## src/rtl/abc_lane_packer.sv

```systemverilog
// abc_lane_packer: gathers a serial stream of 32-bit words into an No1-lane
// packed vector with a per-lane valid mask. A burst closes on the last lane or
// on in_last. A single completed vector can wait in the fill buffer while the
// output register is stalled, so a consumer stall never drops a word.

// One lane of the fill buffer. It holds one word and its mask bit, and it
// exposes a combinational view that includes a word being written this cycle.
module abc_lane_packer_lane (
    input  logic        ck,
    input  logic        rst_n,
    input  logic        i_wr,
    input  logic        i_clr,
    input  logic [31:0] i_data,
    output logic [31:0] o_data,
    output logic        o_mask
);
    logic [31:0] r_data;
    logic        r_mask;

    // Lane storage: a clear wins over a write because the written word has
    // already been forwarded into the output register on the same edge.
    always_ff @(posedge ck or negedge rst_n) begin
        if (!rst_n) begin
            r_data <= '0;
            r_mask <= 1'b0;
        end else if (i_clr) begin
            r_data <= '0;
            r_mask <= 1'b0;
        end else if (i_wr) begin
            r_data <= i_data;
            r_mask <= 1'b1;
        end
    end

    // Forward view: the stored lane, or the incoming word when it lands here.
    always_comb begin
        o_data = i_wr ? i_data : r_data;
        o_mask = i_wr | r_mask;
    end
endmodule

module abc_lane_packer #(
    parameter int No1 = 6
) (
    input  logic                  ck,
    input  logic                  rst_n,
    input  logic                  in_valid,
    output logic                  in_ready,
    input  logic [31:0]           in_data,
    input  logic                  in_last,
    output logic                  out_valid,
    input  logic                  out_ready,
    output logic [No1-1:0][31:0]  abc,
    output logic [No1-1:0]        out_mask
);
    localparam int IdxW = $clog2(No1);

    typedef enum logic {S_FILL = 1'b0, S_PEND = 1'b1} state_t;

    state_t                r_state;
    state_t                w_state_nxt;
    logic [IdxW-1:0]       r_idx;
    logic                  r_out_valid;
    logic [No1-1:0][31:0]  r_abc;
    logic [No1-1:0]        r_out_mask;

    logic                  w_in_ready;
    logic                  w_accept;
    logic                  w_close;
    logic                  w_slot_free;
    logic                  w_drain;
    logic                  w_load_close;
    logic                  w_load_pend;
    logic                  w_load;
    logic [No1-1:0]        w_wr;
    logic [No1-1:0][31:0]  w_vec_data;
    logic [No1-1:0]        w_vec_mask;

    // Handshake and close decode. in_ready comes from state only, so there is
    // no combinational path from out_ready to in_ready.
    always_comb begin
        w_accept     = in_valid && w_in_ready;
        w_close      = w_accept && (in_last || (r_idx == IdxW'(No1 - 1)));
        w_drain      = r_out_valid && out_ready;
        w_slot_free  = !r_out_valid || out_ready;
        w_load_close = (r_state == S_FILL) && w_close && w_slot_free;
        w_load_pend  = (r_state == S_PEND) && w_drain;
        w_load       = w_load_close || w_load_pend;
    end

    // Per-lane fill buffer; the lane matching idx takes the accepted word.
    for (genvar gi = 0; gi < No1; gi++) begin : g_lane
        assign w_wr[gi] = w_accept && (r_idx == IdxW'(gi));
        abc_lane_packer_lane u_lane (
            .ck     (ck),
            .rst_n  (rst_n),
            .i_wr   (w_wr[gi]),
            .i_clr  (w_load),
            .i_data (in_data),
            .o_data (w_vec_data[gi]),
            .o_mask (w_vec_mask[gi])
        );
    end

    // FSM state register.
    always_ff @(posedge ck or negedge rst_n) begin
        if (!rst_n) r_state <= S_FILL;
        else        r_state <= w_state_nxt;
    end

    // FSM next state: park in PEND when a vector closes with the output busy.
    always_comb begin
        w_state_nxt = r_state;
        case (r_state)
            S_FILL:  if (w_close && !w_slot_free) w_state_nxt = S_PEND;
            S_PEND:  if (w_drain)                 w_state_nxt = S_FILL;
            default: w_state_nxt = S_FILL;
        endcase
    end

    // FSM outputs: accept words only while filling.
    always_comb begin
        w_in_ready = (r_state == S_FILL);
    end

    // Lane index: advance per accepted word, wrap to 0 when a vector closes.
    always_ff @(posedge ck or negedge rst_n) begin
        if (!rst_n)        r_idx <= '0;
        else if (w_close)  r_idx <= '0;
        else if (w_accept) r_idx <= r_idx + IdxW'(1);
    end

    // Output register: load a finished vector, otherwise hold; drain clears
    // only the valid flag so data and mask keep their last values.
    always_ff @(posedge ck or negedge rst_n) begin
        if (!rst_n) begin
            r_out_valid <= 1'b0;
            r_abc       <= '0;
            r_out_mask  <= '0;
        end else if (w_load) begin
            r_out_valid <= 1'b1;
            r_abc       <= w_vec_data;
            r_out_mask  <= w_vec_mask;
        end else if (w_drain) begin
            r_out_valid <= 1'b0;
        end
    end

    assign in_ready  = w_in_ready;
    assign out_valid = r_out_valid;
    assign abc       = r_abc;
    assign out_mask  = r_out_mask;
endmodule

```

## config.mk

```make
export PLATFORM = sky130hd
export DESIGN_NAME = abc_lane_packer
export DESIGN_NICKNAME = d
export VERILOG_FILES = /design/src/rtl/abc_lane_packer.sv
export SDC_FILE = /design/constraint.sdc
export NUM_CORES = 1
export LEC_CHECK = 0
export BUFFER_PORTS_ARGS = -buffer_cell sky130_fd_sc_hd__buf_2
export CORE_MARGIN = 1.5
export CORE_UTILIZATION = 29
export DETAILED_ROUTE_END_ITERATION = 10
export GPL_TIMING_DRIVEN = 0
export PLACE_DENSITY = 0.53
export RECOVER_POWER = 50
export SYNTH_ARGS = -nofsm -noshare
export SYNTH_HDL_FRONTEND = slang
export SYNTH_HIERARCHICAL = 1
export SYNTH_SLANG_ARGS = --single-unit
```

## constraint.sdc

```tcl
create_clock -name ck -period 6.1 [get_ports ck]
set_clock_uncertainty 0.05 [all_clocks]
set_input_delay 0.61 -clock ck [delete_from_list [all_inputs] [get_ports ck]]
set_output_delay 0.61 -clock ck [all_outputs]
set_load 0.005 [all_outputs]
```

* Yosys cells after proc, flatten, opt, wreduce, memory -nomap -nowiden *
Cells that the tools add are included.

word-level totals
  register bits = 401
  input bits = 37
  logic and storage cells = 93
  output and inout port bits = 200

cells by class
  $add $sub $neg = 1
  bitwise logic cells = 7
  multiplexer cells = 31
  equal/unequal tests = 5
  reduce and logical (&&, ||, !) cells = 27

operators by type and width
  operator               count
  $mux W32               12
  $mux W1                16
  $reduce_bool A2 Y1     8
  $logic_and A1 B1 Y1    13
  $eq A3 B2 Y1 const B   2
  $eq A3 B3 Y1 const B   2
  $mux W3                2
  $or A1 B1 Y1           6
  $add A3 B1 Y3 const B  1
  $eq A3 B1 Y1 const B   1
  $logic_not A3 Y1       1
  $logic_or A1 B1 Y1     3
  $logic_not A1 Y1       2
  $pmux W1 S2            1
  $not A1 Y1             1

* Logic depth before layout (Yosys ltp) *
  word-level depth = 7
  depth in mapped cells = 9
  depth with buffers taken out = 6

* Cells and area by module *
Netlist, hierarchy kept.

by module, submodules not included
  module                instances  area an instance (um^2)  cells an instance  sequential area each (um^2)
  abc_lane_packer_lane  6          1,564.0                  106                825.8
  abc_lane_packer       1          7,761.2                  460                5,079.9

* Worst setup path before layout *
Ideal clock, no wire load.

  path kind = input port to flip-flop
  from = input port in_valid
  to = register g_lane[0].u_lane.r_data[10]
  arrival time = 2.018 ns
  library setup time = 0.132 ns
  required time = 5.918 ns
  path buffers = 4
  path slack = 3.899 ns
  stages on the path = 7
  cell sequence = or3b_1 -> a22oi_1 -> buf_4 -> buf_6 -> buf_6 -> clkbuf_1 -> nor2b_1

on the way
  longest elaborated chain between the ends = 6
  elaborated cells between the ends (all ways) = 8
  those cells by class = 2 x mux; 6 x reduce/logical

ends and longest elaborated chain
  what                               RTL line  RTL
  start, declared                    47        input logic in_valid,
  $logic_and A1 B1 Y1                82        w_accept = in_valid && w_in_ready;
  $logic_and A1 B1 Y1                83        w_close = w_accept && (in_last || (r_idx == IdxW'(No1 - 1)));
  $logic_and A1 B1 Y1 (2 in series)  86        w_load_close = (r_state == S_FILL) && w_close && w_slot_free;
  $logic_or A1 B1 Y1                 88        w_load = w_load_close || w_load_pend;
  net w_load                         74        logic w_load;
  $mux W32                           26        end else if (i_clr) begin
  end signal, assigned               30        r_data <= i_data;
  end, declared                      17        logic [31:0] r_data;

The timed path passes the listed nets, and every way through them passes these cells.
A chain may end at the register's enable or synchronous reset.

==> results.py <==
metrics = {
    "status": {
        "status": "finished, violations left",
        "violations": "capacitance limit, slew limit",
    },
    "setup_path": {
        "cpLargestDelayFamily": "buffers and inverters",
        "rr_startpoint": "r_idx[1]$_DFFE_PN0P_",
        "reg2reg_to": "g_lane[0].u_lane/r_data[16]$_DFF_PN0_",
        "r2r_cells": 9,
        "worst_setup_path_start_kind": "input pin",
        "critical_path_arrival_ns": 3.34,
        "cp_slowest_cell": "clkbuf_2",
        "required_ns": 6.11,
        "worstPathCellList": "buf_8, clkbuf_2",
        "path_buf_inv": 2,
        "path_class": "in2async",
        "max_stage_delay_ns": 2.03,
        "crit_path_end_kind": "async pin",
        "r2r_setup_slack_ns": 3.19,
        "crit_fanout": 108,
        "startpoint": "rst_n",
    },
    "clock_network": {
        "cts_root_buf": "clkbuf_16",
        "cts-buffers-inserted": 45,
        "clockBufferDepth": 3,
        "htreeDepth": 2,
        "cts_sinks": 401,
        "cts_tree": "built",
        "cts_resized": 0,
        "post_cts_buffers": 0,
        "worstSkewPairLatency_ns": 0.58,
        "clk_pin_slew_ns": 0.06,
        "hold_buffers": 0,
    },
    "sta": {
        "drv_slew": 213,
        "finalCritPeriodShare_pct": 54.5,
        "max_slew_margin_pct": -87.5,
        "worstMarginPinSlew_ns": 2.81,
        "finalHoldViolCount": 0,
        "setup_viol": 0,
        "rsz0062_at_grt": "false",
        "fmax_ghz": 0.301,
        "setup_tns_ns": 0,
        "setup_ws_ns": 2.78,
        "whs_ns": 0.0439,
        "fin_crit_ns": 3.32,
    },
    "global_routing": {
        "grt_pass1_wl_mm": 67.8,
        "grt_max_degree": 109,
        "antenna_found_initial": 1,
        "grt_pass1_vias": 10227,
        "grt_overflow": 0,
        "grtUsageTotal_pct": 15.1,
    },
    "pwr": {
        "max-vdd-ir-drop_v": 0.000224,
        "powerDensity_nw_per_um2": 470,
        "p_total_mw": 9.72,
        "p_leak_nw": 10.4,
    },
    "finish": {
        "finalNonFillerCells": 2182,
        "final_cell_mix": "dfrtp_1, nor2b_1, mux2_4",
        "seqCellArea_um2": 10000,
        "syn2layout_area_growth_pct": 20.6,
        "final_common_cell": "dfrtp_1",
        "multi_input_area_um2": 6530,
        "fillers": 5705,
        "fin_nets": 1424,
        "drive_above_1_share_pct": 39.5,
    },
    "route": {
        "wl_per_cell_um": 20.8,
        "route.met2.wl_mm": 21.2,
        "drt_wl_total_mm": 45.4,
        "highest_layer": "met4",
        "ant_nets": 0,
        "dr_wl_met3_mm": 2.47,
        "vias": 9555,
        "post-route-drc-count": 0,
        "drtIter0Drc": 368,
        "wl_met1_mm": 20.8,
        "vias_per_cell": 4.38,
        "drt_first_pass_iters": 4,
    },
    "logic_synthesis": {
        "netlist_instances": 1096,
        "synth_area_um2": 17100,
        "syn_avg_cell_area_um2": 15.6,
        "yosysWarnings": 6,
        "synth_fp_nets": 1138,
        "synthDistinctLibCells": 27,
        "seq_area_frac_synth_pct": 58.5,
        "synth_seq_cells": 401,
    },
    "job": {
        "cap_violations": 2,
    },
    "die": {
        "die_x_um": 246,
        "core_um2": 58000,
        "row_count": 88,
        "fp.dieH_um": 246,
        "die_area_um2": 60600,
        "start_util_pct": 29.5,
        "num_io_pins": 237,
    },
    "placed_design": {
        "gp_congestion": 0.723,
        "dp_hpwl_mm": 29.8,
        "io_buffer_count": 236,
        "place_inst": 2100,
        "place_ws_ns": 2.85,
    },
    "hold_path": {
        "hp-class": "in2async",
    },
}
[worst max path at each step]
stage | end | slack, ns | depth (start not counted)
after CTS | g_lane[0].u_lane/r_data[15]$_DFF_PN0_ | 3.10 | 9
after global routing | g_lane[0].u_lane/r_data[11]$_DFF_PN0_ | 2.13 | 2
after detailed placement | g_lane[0].u_lane/r_data[16]$_DFF_PN0_ | 2.85 | 8
after floorplan | g_lane[0].u_lane/r_data[10]$_DFF_PN0_ | 3.90 | 7
after global placement | g_lane[2].u_lane/r_data[13]$_DFF_PN0_ | -3.85 | 1
final | g_lane[0].u_lane/r_data[11]$_DFF_PN0_ | 2.78 | 2
[where the power goes]
group | switching [mW] | internal (mW)
logic | 1.50 | 1.71
registers | 0.328 | 3.49
clock network | 1.12 | 1.58
[cell families after synthesis]
kind of cell    after synthesis  synth area share (%)
flops                       401                  58.5
mux                         390                  29.4
simple gates                220                  7.93
buf+inv                      71                  3.38
compound gates                9                 0.372
fa+ha+maj                     5                 0.365
[sequential cells by signal, summed over array words and instances, names as in the netlist]
name / cells
abc: 192
out_mask: 6
out_valid: 1
r_state: 1
g_lane.u_lane/r_data: 192
r_idx: 3
g_lane.u_lane/r_mask: 6
[per-stage QoR]
step / util, % / area [um^2]
floorplan: - / 17100
global placement: 33.2 / 19300
detailed placement: 33.4 / 19400
CTS: 35.9 / 20800
global route: 35.6 / 20700
finish: 35.6 / 20700
[layout make-up]
| class | instances | share of cell area (%) |
|---|---|---|
| diodes | 1 | 0.0121 |
| clock inverters | 16 | 0.872 |
| inverters | 5 | 0.0908 |
| clock buffers | 65 | 6.15 |
| well taps | 765 | 4.63 |
| repair buffers | 239 | 5.40 |
| flip-flops and latches | 401 | 48.5 |
| multi-input cells | 624 | 31.6 |
| plain buffers | 66 | 2.71 |
[synthesized netlist by cell type (all sizes together)]
library cell	n	area, um^2
a21oi	2	10.0
nand2b	1	6.26
inv	5	18.8
nand3	1	5.00
nor2	2	7.51
a31oi	1	6.26
ha	5	62.6
nor3	1	5.00
a32o	1	10.0
dfrtp	401	10000
buf	46	485
clkbuf	20	75.1
a21o	2	15.0
mux2	390	5040
nand2	6	22.5
o31ai	2	15.0
or2	6	37.5
nor2b	198	1240
nor3b	3	22.5
or3b	1	8.76
and3	1	6.26
a22oi	1	7.51
[layer usage]
metal  vias to the layer above  track usage, %
met5                         -               0
met4                         0            4.31
met3                        61            3.82
met2                       183            24.2
met1                      5019            20.2
li1                       4292               -
Note: power is estimated with default switching activity, not from simulation.
